$ cat src/rtl/uart_pkg.sv
// uart_pkg: definitions shared by the UART transmitter and receiver.
// Holds the line-control word-length encoding, the transmit FSM state type,
// the default oversample ratio and the parity/stop-length helper functions.
package uart_pkg;

  // Default number of baud_pulse ticks per bit period (16x oversample).
  localparam int OVERSAMPLE_DEF = 16;

  // Word length select encoding (LCR[1:0]).
  localparam logic [1:0] WLS_5 = 2'b00;
  localparam logic [1:0] WLS_6 = 2'b01;
  localparam logic [1:0] WLS_7 = 2'b10;
  localparam logic [1:0] WLS_8 = 2'b11;

  // Transmit FSM states.
  typedef enum logic [2:0] {
    TX_IDLE   = 3'd0,
    TX_START  = 3'd1,
    TX_DATA   = 3'd2,
    TX_PARITY = 3'd3,
    TX_STOP   = 3'd4
  } tx_state_t;

  // Parity over the active word only; bits above the word length are masked.
  // sticky: parity bit is the inverse of eps regardless of data.
  // eps=1: even parity (XOR), eps=0: odd parity (XNOR).
  function automatic logic calc_parity(input logic [7:0] data,
                                       input logic [1:0] wls,
                                       input logic       eps,
                                       input logic       sticky);
    logic [7:0] mask;
    logic       x;
    mask = 8'hFF >> (2'd3 - wls);
    x    = ^(data & mask);
    if (sticky) begin
      return ~eps;
    end else if (eps) begin
      return x;
    end else begin
      return ~x;
    end
  endfunction

  // Stop period length in baud_pulse ticks: 1, 1.5 (5-bit words) or 2 bits.
  function automatic int stop_ticks(input logic       stb,
                                    input logic [1:0] wls,
                                    input int         oversample);
    if (!stb) begin
      return oversample;
    end else if (wls == WLS_5) begin
      return oversample + oversample / 2;
    end else begin
      return 2 * oversample;
    end
  endfunction

endpackage

$ cat src/rtl/uart_tx_core.sv
// uart_tx_core: 16550-style UART transmit serializer, LSB first, with optional
//   parity, 1/1.5/2 stop bits and break. Frame bits change only on baud_pulse.
// Latency: tx falls on the same baud_pulse edge that loads a byte; pop follows
//   that edge for one clk. Backpressure: a byte is taken only when fifo_empty=0
//   and the serializer is idle or finishing a stop period (back-to-back frames).
// Ports:
//   clk, rst          - clock, asynchronous active-high reset
//   baud_pulse        - one-clk strobe at OVERSAMPLE x baud
//   fifo_empty, din   - show-ahead TX FIFO status and head byte
//   pop               - one-clk pulse advancing the FIFO head
//   wls, stb, pen,
//   eps, sticky_parity- line control, sampled at each byte load
//   set_break         - force tx low while the FSM keeps running
//   tx                - serial output, idle high
//   sreg_empty        - high when no frame is in progress
module uart_tx_core
  import uart_pkg::*;
#(
  parameter int OVERSAMPLE = OVERSAMPLE_DEF,
  parameter int DATA_W     = 8
) (
  input  logic              clk,
  input  logic              rst,
  input  logic              baud_pulse,
  input  logic              fifo_empty,
  input  logic [DATA_W-1:0] din,
  output logic              pop,
  input  logic [1:0]        wls,
  input  logic              stb,
  input  logic              pen,
  input  logic              eps,
  input  logic              sticky_parity,
  input  logic              set_break,
  output logic              tx,
  output logic              sreg_empty
);

  // The tick counter must reach the longest period: two stop bits.
  localparam int TICK_W = $clog2(2 * OVERSAMPLE);

  // Tick value seen on the last baud_pulse of a normal bit period.
  localparam logic [TICK_W-1:0] BIT_LAST = TICK_W'(OVERSAMPLE - 1);

  tx_state_t          state;
  logic [TICK_W-1:0]  tick;
  logic [2:0]         bit_cnt;
  logic [DATA_W-1:0]  shreg;

  // Frame configuration, frozen at load so mid-frame line-control writes
  // only affect the next frame. Parity and stop length are resolved at load
  // from the byte and config, which is all they depend on.
  logic [1:0]         cfg_wls;
  logic               cfg_pen;
  logic               parity_bit;
  logic [TICK_W-1:0]  stop_last;

  logic               tx_int;
  logic               break_q;
  logic               load;
  logic               bit_end;
  logic [2:0]         last_bit;

  // Index of the final data bit: 4..7 for word lengths 5..8.
  assign last_bit = {1'b1, cfg_wls};

  // Last tick of the current data/start/parity bit period.
  assign bit_end = baud_pulse && (tick == BIT_LAST);

  // A byte is loaded from idle, or straight out of the final stop tick so
  // that consecutive frames have no idle gap between them.
  always_comb begin
    load = 1'b0;
    if (baud_pulse && !fifo_empty) begin
      if (state == TX_IDLE) begin
        load = 1'b1;
      end else if ((state == TX_STOP) && (tick == stop_last)) begin
        load = 1'b1;
      end
    end
  end

  // Break overrides the line without disturbing the serializer.
  assign tx = tx_int & ~break_q;

  always_ff @(posedge clk or posedge rst) begin
    if (rst) begin
      state      <= TX_IDLE;
      tick       <= '0;
      bit_cnt    <= '0;
      shreg      <= '0;
      cfg_wls    <= WLS_8;
      cfg_pen    <= 1'b0;
      parity_bit <= 1'b0;
      stop_last  <= BIT_LAST;
      tx_int     <= 1'b1;
      break_q    <= 1'b0;
      pop        <= 1'b0;
      sreg_empty <= 1'b1;
    end else begin
      pop     <= 1'b0;
      break_q <= set_break;

      if (load) begin
        // The load pulse itself counts as the first tick of the start bit.
        shreg      <= din;
        cfg_wls    <= wls;
        cfg_pen    <= pen;
        parity_bit <= calc_parity(8'(din), wls, eps, sticky_parity);
        stop_last  <= TICK_W'(stop_ticks(stb, wls, OVERSAMPLE) - 1);
        tx_int     <= 1'b0;
        pop        <= 1'b1;
        sreg_empty <= 1'b0;
        tick       <= '0;
        bit_cnt    <= '0;
        state      <= TX_START;
      end else if (baud_pulse) begin
        case (state)
          TX_IDLE: begin
            tx_int     <= 1'b1;
            sreg_empty <= 1'b1;
          end

          TX_START: begin
            if (bit_end) begin
              tick   <= '0;
              tx_int <= shreg[0];
              shreg  <= shreg >> 1;
              state  <= TX_DATA;
            end else begin
              tick <= tick + 1'b1;
            end
          end

          TX_DATA: begin
            if (bit_end) begin
              tick <= '0;
              if (bit_cnt == last_bit) begin
                if (cfg_pen) begin
                  tx_int <= parity_bit;
                  state  <= TX_PARITY;
                end else begin
                  tx_int <= 1'b1;
                  state  <= TX_STOP;
                end
              end else begin
                tx_int  <= shreg[0];
                shreg   <= shreg >> 1;
                bit_cnt <= bit_cnt + 3'd1;
              end
            end else begin
              tick <= tick + 1'b1;
            end
          end

          TX_PARITY: begin
            if (bit_end) begin
              tick   <= '0;
              tx_int <= 1'b1;
              state  <= TX_STOP;
            end else begin
              tick <= tick + 1'b1;
            end
          end

          TX_STOP: begin
            // Reaching stop_last here means the FIFO was empty (else load).
            if (tick == stop_last) begin
              tick       <= '0;
              sreg_empty <= 1'b1;
              state      <= TX_IDLE;
            end else begin
              tick <= tick + 1'b1;
            end
          end

          default: begin
            tick       <= '0;
            tx_int     <= 1'b1;
            sreg_empty <= 1'b1;
            state      <= TX_IDLE;
          end
        endcase
      end
    end
  end

endmodule

$ cat config.mk
export PLATFORM = sky130hd
export DESIGN_NAME = uart_tx_core
export DESIGN_NICKNAME = d
export VERILOG_FILES = /design/src/rtl/uart_pkg.sv /design/src/rtl/uart_tx_core.sv
export SDC_FILE = /design/constraint.sdc
export NUM_CORES = 1
export LEC_CHECK = 0
export ABC_CLOCK_PERIOD_IN_PS = 5000
export CORE_MARGIN = 4
export CORE_UTILIZATION = 59
export CTS_BUF_LIST = sky130_fd_sc_hd__clkbuf_8 sky130_fd_sc_hd__clkbuf_16
export CTS_CLUSTER_SIZE = 8
export DETAILED_ROUTE_END_ITERATION = 7
export PLACE_DENSITY = 0.87
export SLEW_MARGIN = 20
export SYNTH_ARGS = -nofsm -noshare
export SYNTH_HDL_FRONTEND = slang
export SYNTH_SLANG_ARGS = --single-unit
$ cat constraint.sdc
create_clock -name clk -period 5 [get_ports clk]
set_clock_uncertainty 0.05 [all_clocks]
set_input_delay 1.5 -clock clk [delete_from_list [all_inputs] [get_ports clk]]
set_output_delay 1.5 -clock clk [all_outputs]
set_load 0.05 [all_outputs]
After elaboration in Yosys (flattened, before gate mapping)
Cells that the tools add are included.
{ "word_totals": {"regBits": 32, "latchBits": 0, "ram_bits": 0, "mem_bits_ro": 0, "in_bits": 19, "output_inout_bits": 3, "elab_cells": 103, "mem_count": 0} }
{ "classes": {"add_sub_neg": 4, "multipliers": 0, "div_mod_pow": 0, "n_lt_le_gt_ge": 0, "eq_ne": 17, "shifts": 1, "mux": 46, "bitwise_logic": 5, "reduce_logical": 18} }
{ "op_table": {"columns": ["cell", "count"], "rows": [
  ["$mux 8", 5],
  ["$mux 3", 13],
  ["$mux 5", 7],
  ["$mux 1", 16],
  ["$pmux 8 s2", 1],
  ["$ne 3x3->1 const B", 5],
  ["$pmux 3 s5", 1],
  ["$pmux 5 s3", 1],
  ["$reduce_and 5->1", 2],
  ["$and 8x8->8", 1],
  ["$reduce_xor 8->1", 1],
  ["$shr 8x2->8 const A", 1],
  ["$reduce_and 7->1", 1],
  ["$eq 3x2->1 const B", 2],
  ["$ne 2x2->1 const B", 3],
  ["$reduce_bool 2->1", 3],
  ["$add 5x1->5 const B", 1],
  ["$eq 5x4->1 const B", 1],
  ["$eq 5x5->1", 1],
  ["$sub 5x2->5 const B", 1],
  ["$pmux 1 s4", 1],
  ["$reduce_and 4->1", 1],
  ["$add 3x1->3 const B", 1],
  ["$eq 3x1->1 const B", 1],
  ["other kinds (16)", 20]
]} }

Logic depth before layout (Yosys ltp)
{ "logic_depth": {"ltp_word": 7, "depth_mapped": 10, "depth_no_buf": 8} }

Worst setup path after synthesis
OpenSTA, ideal clock, no wires.
{ "synth_timing": {"path_type": "reg-to-output", "from": "register tx_int", "to": "output tx", "arrival_time_ns": 1.220, "required_ns": 3.450, "setup_slack_ns": 2.230, "path_stages_with_launch": 2, "path_buffers": 0, "cell_sequence": "dfstp_2 nor2b_1"} }
{ "synth_via": {"elab_chain_cells": 1} }
{ "synth_rtl": {"columns": ["item", "line_no", "rtl"], "rows": [
  ["start: declaration", "uart_tx_core.sv:57", "logic tx_int;"],
  ["start signal: assignment", "uart_tx_core.sv:126", "tx_int <= shreg[0];"],
  ["start signal: assignment", "uart_tx_core.sv:139", "tx_int <= parity_bit;"],
  ["start signal: assignment", "uart_tx_core.sv:146", "tx_int <= shreg[0];"],
  ["$and 1x1->1", "uart_tx_core.sv:83", "assign tx = tx_int & ~break_q;"],
  ["end: declaration", "uart_tx_core.sv:34", "output logic tx,"]
]} }
Every way passes these cells.

Worst setup path after layout
Ends and elaborated chain as after synthesis.

==> flow_metrics.env <==
export IMPL_status="finished, final reports clean"
export IMPL_n_antenna_cell=0
export IMPL_tns_ns=0
export IMPL_grt_overflow_total=0
export IMPL_reg2reg_slack_ns=2.55
export IMPL_worstPathArrival_ns=1.73
export IMPL_crit_family="buffers and inverters"
export IMPL_hp_class="flip-flop to flip-flop"
export IMPL_slew_limit_headroom=0.604
export IMPL_rsz0062_at_grt="false"
export IMPL_avgSynthCellArea_sq_um=10.1
export IMPL_drive_above_1_share=0.132
export IMPL_grt_max_degree=30
export IMPL_final_cells=228
export IMPL_area_growth_pct=16.6
export IMPL_rows=19
export IMPL_fmax_mhz=305
export IMPL_synth_most_common_cell="dfrtp_1"
export IMPL_ys_dominant_reg_cell="dfrtp_1"
export IMPL_numCtsBuffers=5
export IMPL_synth_top_area_share=0.339
export IMPL_setup_viol=0
export IMPL_drv_slew=0
export IMPL_grt_pass1_wl_microns=6410
export IMPL_clk_latency_ns=0.29
export IMPL_period_share=0.656
export IMPL_whs_ns=0.426
export IMPL_die_area_sq_um=3950
export IMPL_clk_pin_slew_ns=0.06
export IMPL_cts_tree="done"
export IMPL_maxCapViolCount=0
export IMPL_ys_top_cells_by_count="dfrtp_1 (24), nor2_1 (16), nand2_1 (12)"
export IMPL_drt_iter0_drc=53
export IMPL_ir_drop_mv=0.269
export IMPL_grt_pass1_vias=1469
export IMPL_cts_resized=0
export IMPL_via_per_inst=6.01
export IMPL_synth_seq_cells=29
export IMPL_worst_slack_ns=1.72
export IMPL_io_buffers=21
export IMPL_worst_pin_slew_ns=0.594
export IMPL_wl_per_cell_microns=15.6
export IMPL_cp_num_buf_inv=1
export IMPL_dp_cells=220
export IMPL_yosys_top_cells_area="dfrtp_1 (34%), dfstp_2 (7.4%), mux2i_1 (5.1%), mux2_1 (3.8%), xnor2_1 (3.5%)"
export IMPL_yosysTopAreaCell="dfrtp_1"
export IMPL_fp_dieW_microns=62.8
export IMPL_ctsHoldBuffers=0
export IMPL_cts_setup_buffers=0
export IMPL_yosysUniqueCellTypes=51
export IMPL_start_util=0.632
export IMPL_root_buffer="clkbuf_8"
export IMPL_hpwl_microns=2640
export IMPL_first_pass_iters=4
export IMPL_drtAntennaViolNets=0
export IMPL_wl_microns=3560
export IMPL_num_vias=1370
export IMPL_slowest_delay_ns=0.80
export IMPL_ios=22
export IMPL_start_kind="flip-flop"
export IMPL_yosysWarnings=0
export IMPL_grt_usage=0.206
export IMPL_crit_required_ns=3.45
export IMPL_async_reset_ff_frac=1.00
export IMPL_postLayoutCoreUtil=0.737
export IMPL_hold_viol_final=0
export IMPL_synth_edff_count=0
export IMPL_crit_path_cell_trace="nor2b_1, clkdlybuf4s50_1"
export IMPL_synth_nets=198
export IMPL_crit_slowest_cell="clkdlybuf4s50_1"
export IMPL_power_density_nw_per_um2=427
export IMPL_antenna_found_initial=0
export IMPL_nets=218
export IMPL_syn_area_sq_um=1770
export IMPL_critPathKind="flip-flop to output pin"
export IMPL_cts_buffer_depth=2
export IMPL_die_h_microns=62.8
export IMPL_crit_fanout=2
export IMPL_clock_sinks=29
export IMPL_p_leak_nw=0.932
export IMPL_min_period_ns=3.28
export IMPL_end_kind="output pin"
export IMPL_syn_inst=176
export IMPL_seq_area_frac_synth=0.413
export IMPL_pre_cts_slack_ns=1.65
export IMPL_gp_congestion=0.799
export IMPL_core_sq_um=2810
export IMPL_htreeDepth=2
export IMPL_drc=0
==> area by class of cell <==
cell class	instances	area, sq um
multi-input cells	128	950
fillers	206	738
clock buffers	6	82.6
clock inverters	2	11.3
flip-flops and latches	29	732
inverters	11	42.5
repair buffers	21	210
well taps	31	38.8
==> cell usage in the layout, fill, tap and decap left out, types with 3 or more instances in the layout <==
| master | count |
|---|---|
| xnor2_1 | 7 |
| dfstp_2 | 5 |
| nor2_1 | 16 |
| a21o_1 | 4 |
| nand4_1 | 3 |
| dfrtp_1 | 24 |
| clkbuf_8 | 6 |
| a211oi_1 | 6 |
| clkdlybuf4s50_1 | 21 |
| a31oi_1 | 5 |
| nor3_1 | 3 |
| o21ai_1 | 7 |
| a21oi_1 | 3 |
| mux2_1 | 6 |
| mux2i_1 | 9 |
| ha_1 | 3 |
| nand2_1 | 12 |
| inv_1 | 9 |
| o22ai_1 | 5 |
| xor2_1 | 3 |
==> cells by family after synthesis <==
family,Yosys count,synth area share
XOR/XNOR,13,0.0805
AND/OR/NAND/NOR,50,0.143
buffers and inverters,19,0.0515
adder cells (fa/ha/maj),3,0.0212
flip-flops,29,0.413
AO/OA/AOI/OAI,47,0.203
multiplexers,15,0.0889
==> metrics by stage <==
step / total power (W) / instance area (sq um)
global route: 0.000943 / 2070
global placement: 0.000661 / 1970
floorplan: 0.000609 / 1770
finish: 0.000882 / 2070
CTS: 0.000888 / 2070
detailed placement: 0.000684 / 1970
==> flip-flops by register name, summed over array words and instances, names as in the netlist <==
register    count
bit_cnt         3
break_q         1
cfg_pen         1
cfg_wls         2
parity_bit      1
pop             1
shreg           8
sreg_empty      1
state           3
stop_last       2
tick            5
tx_int          1
==> report_power, final <==
part / internal (W) / leakage, nW / switching (W)
logic: 0.000148 / 0.520 / 0.000137
registers: 0.000318 / 0.363 / 0.0000772
clock network: 0.000110 / 0.0486 / 0.0000920
total: 0.000576 / 0.932 / 0.000307
==> worst min-delay path, delay by kind of cell (launching register included) <==
family / cells / cell delay, ns
AND/OR/NAND/NOR: 1 / 0.04
flip-flops: 1 / 0.37
AO/OA/AOI/OAI: 1 / 0.06
==> layer usage <==
| layer | routed length (microns) | global-route usage |
|---|---|---|
| met4 | 99 | 0.118 |
| met5 | 0 | 0 |
| met3 | 200 | 0.0522 |
| met1 | 1550 | 0.240 |
| met2 | 1710 | 0.344 |
==> path summary, 6_finish.rpt <==
kind,cells after the start,from,to
setup / recovery,2,tx_int$_DFFE_PP1P_,tx
hold / removal,2,tx_int$_DFFE_PP1P_,tx_int$_DFFE_PP1P_
setup reg to reg,8,tick[0]$_DFFE_PP0P_,shreg[5]$_DFFE_PP0P_
hold reg to reg,2,tx_int$_DFFE_PP1P_,tx_int$_DFFE_PP1P_
max in group asynchronous,2,rst,shreg[3]$_DFFE_PP0P_
min in group asynchronous,2,rst,pop$_DFF_PP0_
No activity file was read; power rests on OpenSTA's default activity.
